**config.mk**
```make
export PLATFORM = sky130hd
export DESIGN_NAME = operand_stage
export DESIGN_NICKNAME = d
export VERILOG_FILES = /design/src/rtl/mips_pkg.sv /design/src/rtl/operand_stage_reg_file.sv /design/src/rtl/operand_stage.sv
export SDC_FILE = /design/constraint.sdc
export NUM_CORES = 2
export LEC_CHECK = 0
export ABC_CLOCK_PERIOD_IN_PS = 5900
export BUFFER_PORTS_ARGS = -buffer_cell sky130_fd_sc_hd__buf_4
export CAP_MARGIN = 0
export CORE_MARGIN = 1
export CORE_UTILIZATION = 50
export DETAILED_ROUTE_END_ITERATION = 7
export PLACE_DENSITY = 0.72
export SYNTH_ARGS = -nofsm -noshare
export SYNTH_HDL_FRONTEND = slang
export SYNTH_HIERARCHICAL = 1
export SYNTH_SLANG_ARGS = --single-unit
```
**constraint.sdc**
```tcl
create_clock -name clk -period 5.9 [get_ports clk]
set_clock_uncertainty 0.15 [all_clocks]
set_input_delay 1.18 -clock clk [delete_from_list [all_inputs] [get_ports clk]]
set_output_delay 1.18 -clock clk [all_outputs]
set_load 0.005 [all_outputs]
```
**src/rtl/mips_pkg.sv**
```systemverilog
// Shared Mini-MIPS datapath constants: widths, the zero register and the ALU op-codes
// that this stage passes straight through to the ALU.
package mips_pkg;

  localparam int DATA_W = 32;
  localparam int ADDR_W = 5;
  localparam int OP_W   = 3;

  localparam logic [ADDR_W-1:0] REG_ZERO = 5'd0;

  localparam logic [OP_W-1:0] ALU_ADD = 3'b000;
  localparam logic [OP_W-1:0] ALU_SUB = 3'b001;
  localparam logic [OP_W-1:0] ALU_AND = 3'b010;
  localparam logic [OP_W-1:0] ALU_OR  = 3'b011;
  localparam logic [OP_W-1:0] ALU_XOR = 3'b100;
  localparam logic [OP_W-1:0] ALU_NOR = 3'b101;
  localparam logic [OP_W-1:0] ALU_SLT = 3'b110;
  localparam logic [OP_W-1:0] ALU_SLL = 3'b111;

endpackage

```
**src/rtl/operand_stage_reg_file.sv**
```systemverilog
// General-purpose register file: two combinational read ports, one clocked write port,
// r0 hardwired to zero, whole array cleared by the asynchronous reset.
module reg_file #(
  parameter int DATA_W = 32,
  parameter int ADDR_W = 5
) (
  input  logic              clk,
  input  logic              rst_n,
  input  logic [ADDR_W-1:0] ra1_i,
  output logic [DATA_W-1:0] rd1_o,
  input  logic [ADDR_W-1:0] ra2_i,
  output logic [DATA_W-1:0] rd2_o,
  input  logic              we_i,
  input  logic [ADDR_W-1:0] wa_i,
  input  logic [DATA_W-1:0] wd_i
);

  localparam int NREGS = 2**ADDR_W;

  logic [DATA_W-1:0] regs_q [NREGS];

  always_ff @(posedge clk or negedge rst_n) begin
    if (!rst_n) begin
      for (int i = 0; i < NREGS; i++) begin
        regs_q[i] <= '0;
      end
    end else if (we_i && (wa_i != '0)) begin
      regs_q[wa_i] <= wd_i;
    end
  end

  // r0 is forced here as well so the read path never depends on regs_q[0]
  assign rd1_o = (ra1_i == '0) ? '0 : regs_q[ra1_i];
  assign rd2_o = (ra2_i == '0) ? '0 : regs_q[ra2_i];

endmodule

```
**src/rtl/operand_stage.sv**
```systemverilog
// ID/EX boundary: resolves ALU operands from the register file with EX and WB forwarding,
// extends the immediate, and holds the result in a single-entry valid/ready pipeline register.
module operand_stage #(
  parameter int DATA_W = mips_pkg::DATA_W,
  parameter int ADDR_W = mips_pkg::ADDR_W,
  parameter int OP_W   = mips_pkg::OP_W
) (
  input  logic              clk,
  input  logic              rst_n,
  input  logic              in_valid,
  output logic              in_ready,
  input  logic [ADDR_W-1:0] rs,
  input  logic [ADDR_W-1:0] rt,
  input  logic [ADDR_W-1:0] dst,
  input  logic [15:0]       imm,
  input  logic              use_imm,
  input  logic              sign_ext,
  input  logic [OP_W-1:0]   op,
  input  logic              flush,
  input  logic              ex_ready,
  input  logic              ex_fwd_en,
  input  logic [ADDR_W-1:0] ex_fwd_addr,
  input  logic [DATA_W-1:0] ex_fwd_data,
  input  logic              wb_en,
  input  logic [ADDR_W-1:0] wb_addr,
  input  logic [DATA_W-1:0] wb_data,
  output logic              out_valid,
  output logic [DATA_W-1:0] alu_a,
  output logic [DATA_W-1:0] alu_b,
  output logic [OP_W-1:0]   alu_op,
  output logic [ADDR_W-1:0] dst_q
);

  import mips_pkg::*;

  logic [DATA_W-1:0] rf_rs, rf_rt;
  logic [DATA_W-1:0] res_a, res_rt, res_b, imm_ext;
  logic              accept;

  logic              valid_q, valid_d;
  logic [DATA_W-1:0] a_q, a_d;
  logic [DATA_W-1:0] b_q, b_d;
  logic [OP_W-1:0]   op_q, op_d;
  logic [ADDR_W-1:0] dst_q_q, dst_q_d;

  reg_file #(
    .DATA_W (DATA_W),
    .ADDR_W (ADDR_W)
  ) u_reg_file (
    .clk   (clk),
    .rst_n (rst_n),
    .ra1_i (rs),
    .rd1_o (rf_rs),
    .ra2_i (rt),
    .rd2_o (rf_rt),
    .we_i  (wb_en),
    .wa_i  (wb_addr),
    .wd_i  (wb_data)
  );

  // Priority: zero register, then the younger EX result, then same-cycle writeback.
  function automatic logic [DATA_W-1:0] resolve(
    input logic [ADDR_W-1:0] src,
    input logic [DATA_W-1:0] rf_val,
    input logic              ex_en,
    input logic [ADDR_W-1:0] ex_addr,
    input logic [DATA_W-1:0] ex_data,
    input logic              w_en,
    input logic [ADDR_W-1:0] w_addr,
    input logic [DATA_W-1:0] w_data
  );
    logic [DATA_W-1:0] r;
    if (src == REG_ZERO)                  r = '0;
    else if (ex_en && (ex_addr == src))   r = ex_data;
    else if (w_en && (w_addr == src))     r = w_data;
    else                                  r = rf_val;
    return r;
  endfunction

  always_comb begin
    res_a   = resolve(rs, rf_rs, ex_fwd_en, ex_fwd_addr, ex_fwd_data, wb_en, wb_addr, wb_data);
    res_rt  = resolve(rt, rf_rt, ex_fwd_en, ex_fwd_addr, ex_fwd_data, wb_en, wb_addr, wb_data);
    imm_ext = {{(DATA_W-16){imm[15] & sign_ext}}, imm};
    res_b   = use_imm ? imm_ext : res_rt;
  end

  assign in_ready = !valid_q || ex_ready;
  assign accept   = in_valid && in_ready;

  always_comb begin
    valid_d = valid_q;
    a_d     = a_q;
    b_d     = b_q;
    op_d    = op_q;
    dst_q_d = dst_q_q;
    if (flush) begin
      valid_d = 1'b0;
    end else if (accept) begin
      valid_d = 1'b1;
      a_d     = res_a;
      b_d     = res_b;
      op_d    = op;
      dst_q_d = dst;
    end else if (ex_ready) begin
      valid_d = 1'b0;
    end
  end

  always_ff @(posedge clk or negedge rst_n) begin
    if (!rst_n) begin
      valid_q <= 1'b0;
      a_q     <= '0;
      b_q     <= '0;
      op_q    <= '0;
      dst_q_q <= '0;
    end else begin
      valid_q <= valid_d;
      a_q     <= a_d;
      b_q     <= b_d;
      op_q    <= op_d;
      dst_q_q <= dst_q_d;
    end
  end

  assign out_valid = valid_q;
  assign alu_a     = a_q;
  assign alu_b     = b_q;
  assign alu_op    = op_q;
  assign dst_q     = dst_q_q;

endmodule

```
After elaboration in Yosys (flattened, before gate mapping)
Index checks and enable logic that the tools add are counted.
{"block": "totals", "mem_bits_ro": 0, "memories": 0, "ram_bits": 0, "output_inout_bits": 74, "regBits": 1097, "elab_cells": 83, "latchBits": 0, "in_bits": 117}
{"block": "op_classes", "n_eq_ne": 4, "muxes": 19, "n_addsub": 0, "div": 0, "n_reduce_logical": 14, "shift": 0, "order_cmp": 4, "mul": 0, "bitwise": 5}
{"operator": "$bwmux W1024", "n": 1}
{"operator": "$mux W32", "n": 12}
{"operator": "$bmux W32 S5", "n": 2}
{"operator": "$demux W32 S5", "n": 1}
{"operator": "$eq A5 B5 Y1", "n": 4}
{"operator": "$ge A6 B6 Y1 const B", "n": 3}
{"operator": "$not A5 Y6", "n": 3}
{"operator": "$logic_not A5 Y1", "n": 2}
{"operator": "$logic_and A1 B1 Y1", "n": 7}
{"operator": "$lt A6 B1 Y1 const B", "n": 1}
{"operator": "$reduce_bool A5 Y1", "n": 1}
{"operator": "$mux W1", "n": 3}
{"operator": "$reduce_bool A3 Y1", "n": 1}
{"operator": "$reduce_and A2 Y1", "n": 1}
{"operator": "$and A1 B1 Y1", "n": 1}
{"operator": "$logic_not A1 Y1", "n": 1}
{"operator": "$logic_or A1 B1 Y1", "n": 1}
{"operator": "$not A1 Y1", "n": 1}

Logic depth before layout (Yosys ltp)
{"block": "logic_depth", "ltp_word": 8, "mapped_depth": 11, "ltp_nobuf": 6}

Cells and area by module
Netlist, hierarchy kept.
{"mod": "reg_file", "seq_area_each_um2": 25624.6, "instances": 1, "area_each_um2": 53978.0, "cells_each": 3487}
{"mod": "operand_stage", "seq_area_each_um2": 1826.8, "instances": 1, "area_each_um2": 4386.7, "cells_each": 500}

Worst setup path before layout
No wires, ideal clock.
{"block": "synth_timing", "kind": "input port to flip-flop", "from": "in rt[0]", "to": "reg b_q[6], in the netlist alu_b[6]", "t_arrival_ps": 3210, "required_ps": 5600, "stages": 8, "path_buffers": 3, "setup_time_ps": 150, "path_slack_ps": 2390, "cell_sequence": "buf_4 -> buf_4 -> buf_2 -> mux4_2 -> a2111oi_0 -> nor3_1 -> a221oi_1 -> o311ai_0"}
{"block": "synth_via", "elab_chain_cells": 8, "elab_cells_between_ends": 13, "cone_classes": "eq/ne (2); mux (7); bitwise (1); reduce/logical (3)"}
{"item": "start, declared", "line": "operand_stage.sv:13", "rtl": "input logic [ADDR_W-1:0] rt,"}
{"item": "$not A5 Y6 (not written as such)", "line": "operand_stage_reg_file.sv:34", "rtl": "assign rd2_o = (ra2_i == '0) ? '0 : regs_q[ra2_i];"}
{"item": "$bmux W32 S5", "line": "operand_stage_reg_file.sv:34"}
{"item": "$mux W32 (not written as such) (2 in series)", "line": "operand_stage_reg_file.sv:34"}
{"item": "net rf_rt[6]", "line": "operand_stage.sv:36", "rtl": "logic [DATA_W-1:0] rf_rs, rf_rt;"}
{"item": "$mux W32", "line": "operand_stage.sv:75", "rtl": "else if (w_en && (w_addr == src)) r = w_data;"}
{"item": "$mux W32", "line": "operand_stage.sv:74", "rtl": "else if (ex_en && (ex_addr == src)) r = ex_data;"}
{"item": "$mux W32", "line": "operand_stage.sv:73", "rtl": "if (src == REG_ZERO) r = '0;"}
{"item": "$mux W32", "line": "operand_stage.sv:84", "rtl": "res_b = use_imm ? imm_ext : res_rt;"}
{"item": "end signal, assigned", "line": "operand_stage.sv:113", "rtl": "b_q <= '0;"}
{"item": "end signal, assigned", "line": "operand_stage.sv:119", "rtl": "b_q <= b_d;"}
{"item": "end, declared", "line": "operand_stage.sv:42", "rtl": "logic [DATA_W-1:0] b_q, b_d;"}
The timed path passes the listed nets, and every way through them passes these cells. The select of a mux whose other input is x is not followed.
A chain may end at the register's enable or synchronous reset.

Final worst setup path
{"block": "layout_timing", "from": "in rt[1]", "to": "reg b_q[15], in the netlist alu_b[15]"}
The elaborated chain is that of the path after synthesis.

==> qor.yml <==
status: "finished, final reports clean"
ir_drop_mv: 0.269
cts_tree: "built"
crit_type: "in2reg"
synth-seq-area-share_pct: 47.0
postCtsSetupBuffers: 0
pin_count: 191
tightest_slew_ps: 1280
drive_gt1_share_pct: 48.8
clk_path_buf_depth: 3
grt_setup_unrepaired: "no"
drt_iter0_markers: 4915
power.density_nw_per_um2: 338
cts_resized: 0
die_h_um: 344
yosysTopAreaCellShare_pct: 47.0
grt_pass1_wl_mm: 285
htreeDepth: 3
startpoint: "rt[1]"
hold_ws_ps: 249
io_buffers: 190
globalRouteMet1Util_pct: 45.3
die_width_um: 344
timing.fmax_ghz: 0.246
yosysWarnings: 6
clock_latency_ps: 720
min_period_ps: 4060
syn_area_per_cell_um2: 14.6
cts_hold_buffers: 0
hold_viol_final: 0
fp-row-count: 124
p_leak_uw: 0.0279
clk_pin_slew_ps: 60
syn-num-nets: 4104
cts_buffers: 115
area_growth_pct: 11.4
wl_mm: 197
drv_cap: 0
drc: 0
ys_async_sr_fraction_pct: 100
met3_usage_pct: 11.1
antenna_found_initial: 16
dp_hpwl_mm: 120
ys_top_cells_by_area: "dfrtp_1, mux4_2, mux2_2, mux2i_1, mux2_1"
required_ps: 6310
ys_types: 50
post_drt_wl_per_cell_um: 35.2
tns_ps: 0
reg2reg_from: "out_valid"
root_buffer: "clkbuf_16"
initial_core_util_pct: 50.8
first_pass_iters: 6
via_per_inst: 7.16
synth-edff-count: 0
gr-max-usage-layer: "met2"
slew_headroom_pct: 14.5
worstSetupEndpointType: "flop"
crit_arrival_ps: 4470
met2_usage_pct: 48.6
ant_nets: 0
ys.flop_type: "dfrtp_1"
layout.nets: 4080
hold_path_class: "reg2reg"
coreArea_um2: 115000
grt-ovfl-total: 0
slew_violations: 0
global_route.usage.total_pct: 33.4
start_kind: "primary input"
postSynthCellCount: 3987
critPathMaxFanout: 35
ys_ff_latch: 1097
hp-start: "u_reg_file/regs_q[1005]"
first_global_vias: 40000
dieArea_um2: 118000
vias: 40000
synth_area_leader_cell: "dfrtp_1"
cts.sinks: 1097
setup_viol: 0
synth_area_um2: 58400
gp_congestion: 0.890
period_share_pct: 68.9
grt_max_degree: 149
-- final cells by class --
cell class	instances	area (um2)
fill	8965	49900
sequential	1097	27500
clock inverter	39	383
tap	1512	1890
inverter	4	15.0
multi-input combinational	2429	29000
antenna	6	15.0
clock buffer	178	3420
timing repair buffer	316	2870
-- routing by layer --
| layer | up-vias | wire length, um | share of wire (%) |
|---|---|---|---|
| li1 | 15500 | - | - |
| met1 | 21400 | 76500 | 39 |
| met2 | 2477 | 86500 | 44 |
| met3 | 554 | 23600 | 12 |
| met4 | 12 | 9890 | 5.0 |
| met5 | - | 76 | 0.039 |
-- worst max-delay path, cell delays in order --
cell and delay [ps]:
buf_6 380, or3_2 930, buf_4 390, o22ai_1 120
a2111oi_0 560, nor3_1 190, a221oi_1 520, o31ai_1 110
-- cell families (layout without fill, tap and decap cells) --
family,Yosys count,count (layout),synth area share (%)
compound gates,435,435,5.62
xor+xnor,20,20,0.300
buf+inv,461,537,3.73
flops,1097,1097,47.0
mux,1649,1649,40.6
other cells,0,6,0
simple gates,325,325,2.69
-- flip-flops by register name (all words and copies together) (netlist names) --
register           flops
u_reg_file/regs_q   1024
alu_a                 32
alu_b                 32
dst_q                  5
alu_op                 3
out_valid              1
-- path summary, 6_finish.rpt --
check	to	slack, ps	depth (start not counted)
max reg2reg	alu_b[6]	2930	4
max	alu_b[15]	1840	8
min in group asynchronous	u_reg_file/regs_q[27]	380	1
min reg2reg	u_reg_file/regs_q[1005]	250	0
max in group asynchronous	u_reg_file/regs_q[48]	3770	2
min	u_reg_file/regs_q[1005]	250	0
-- power by group --
part	total, uW	internal (uW)	switching (uW)
Clock	7360	4230	3120
Combinational	4520	2670	1850
Sequential	10100	8950	1130
-- through the flow --
| stage | power (uW) | setup slack (ps) | util, % | instances | instance area, um2 |
|---|---|---|---|---|---|
| after detailed placement | 14600 | 1310 | 53.2 | 5358 | 61200 |
| after floorplan | 13000 | 2390 | - | 3987 | 58400 |
| final | 22000 | 1840 | 56.6 | 5581 | 65000 |
| after CTS | 21900 | 2050 | 56.5 | 5575 | 65000 |
| after global routing | 22700 | 1900 | 56.6 | 5577 | 65000 |
| after global placement | 14400 | 1370 | 53.2 | 5358 | 61200 |
-- synth_stat cells (6+ instances only) --
master / instances
and2_1: 35
a21oi_1: 9
a2111oi_0: 53
nand2_1: 95
nand3_1: 21
mux2_1: 93
mux2_2: 936
o311ai_1: 13
clkbuf_1: 248
a22o_1: 48
a221oi_2: 16
buf_6: 31
nor3_1: 58
buf_2: 94
a221oi_1: 57
buf_1: 61
a2111oi_1: 6
xnor2_1: 16
nor2b_1: 18
mux4_2: 473
a211oi_1: 24
o21ai_1: 31
dfrtp_1: 1097
o221ai_1: 7
o22ai_1: 103
buf_4: 22
mux2i_1: 147
nor2_1: 61
o21ai_0: 50
a22oi_1: 12
-- placed cells by master (no fill, tap or decap), types with 7 or more instances in the layout --
cell type and n:
mux2_1 93, a2111oi_0 53, mux4_2 473, mux2i_1 147, a221oi_1 57, a22oi_1 12, nand2_2 15, and2_1 34
nor2b_1 16, a22o_1 48, a211oi_1 24, o311ai_1 13, nand2_1 80, nor3_1 56, a221oi_2 16, clkbuf_16 117
a21oi_1 7, clkinv_2 25, o21ai_1 30, dfrtp_1 1097, nor2_1 43, o22ai_1 103, nor2_4 18, buf_4 273
o21ai_0 50, clkbuf_1 35, buf_12 36, mux2_2 936, o221ai_1 7, nand3_1 20, clkbuf_8 28, xnor2_1 16
Note: power is estimated with default switching activity, not from simulation.
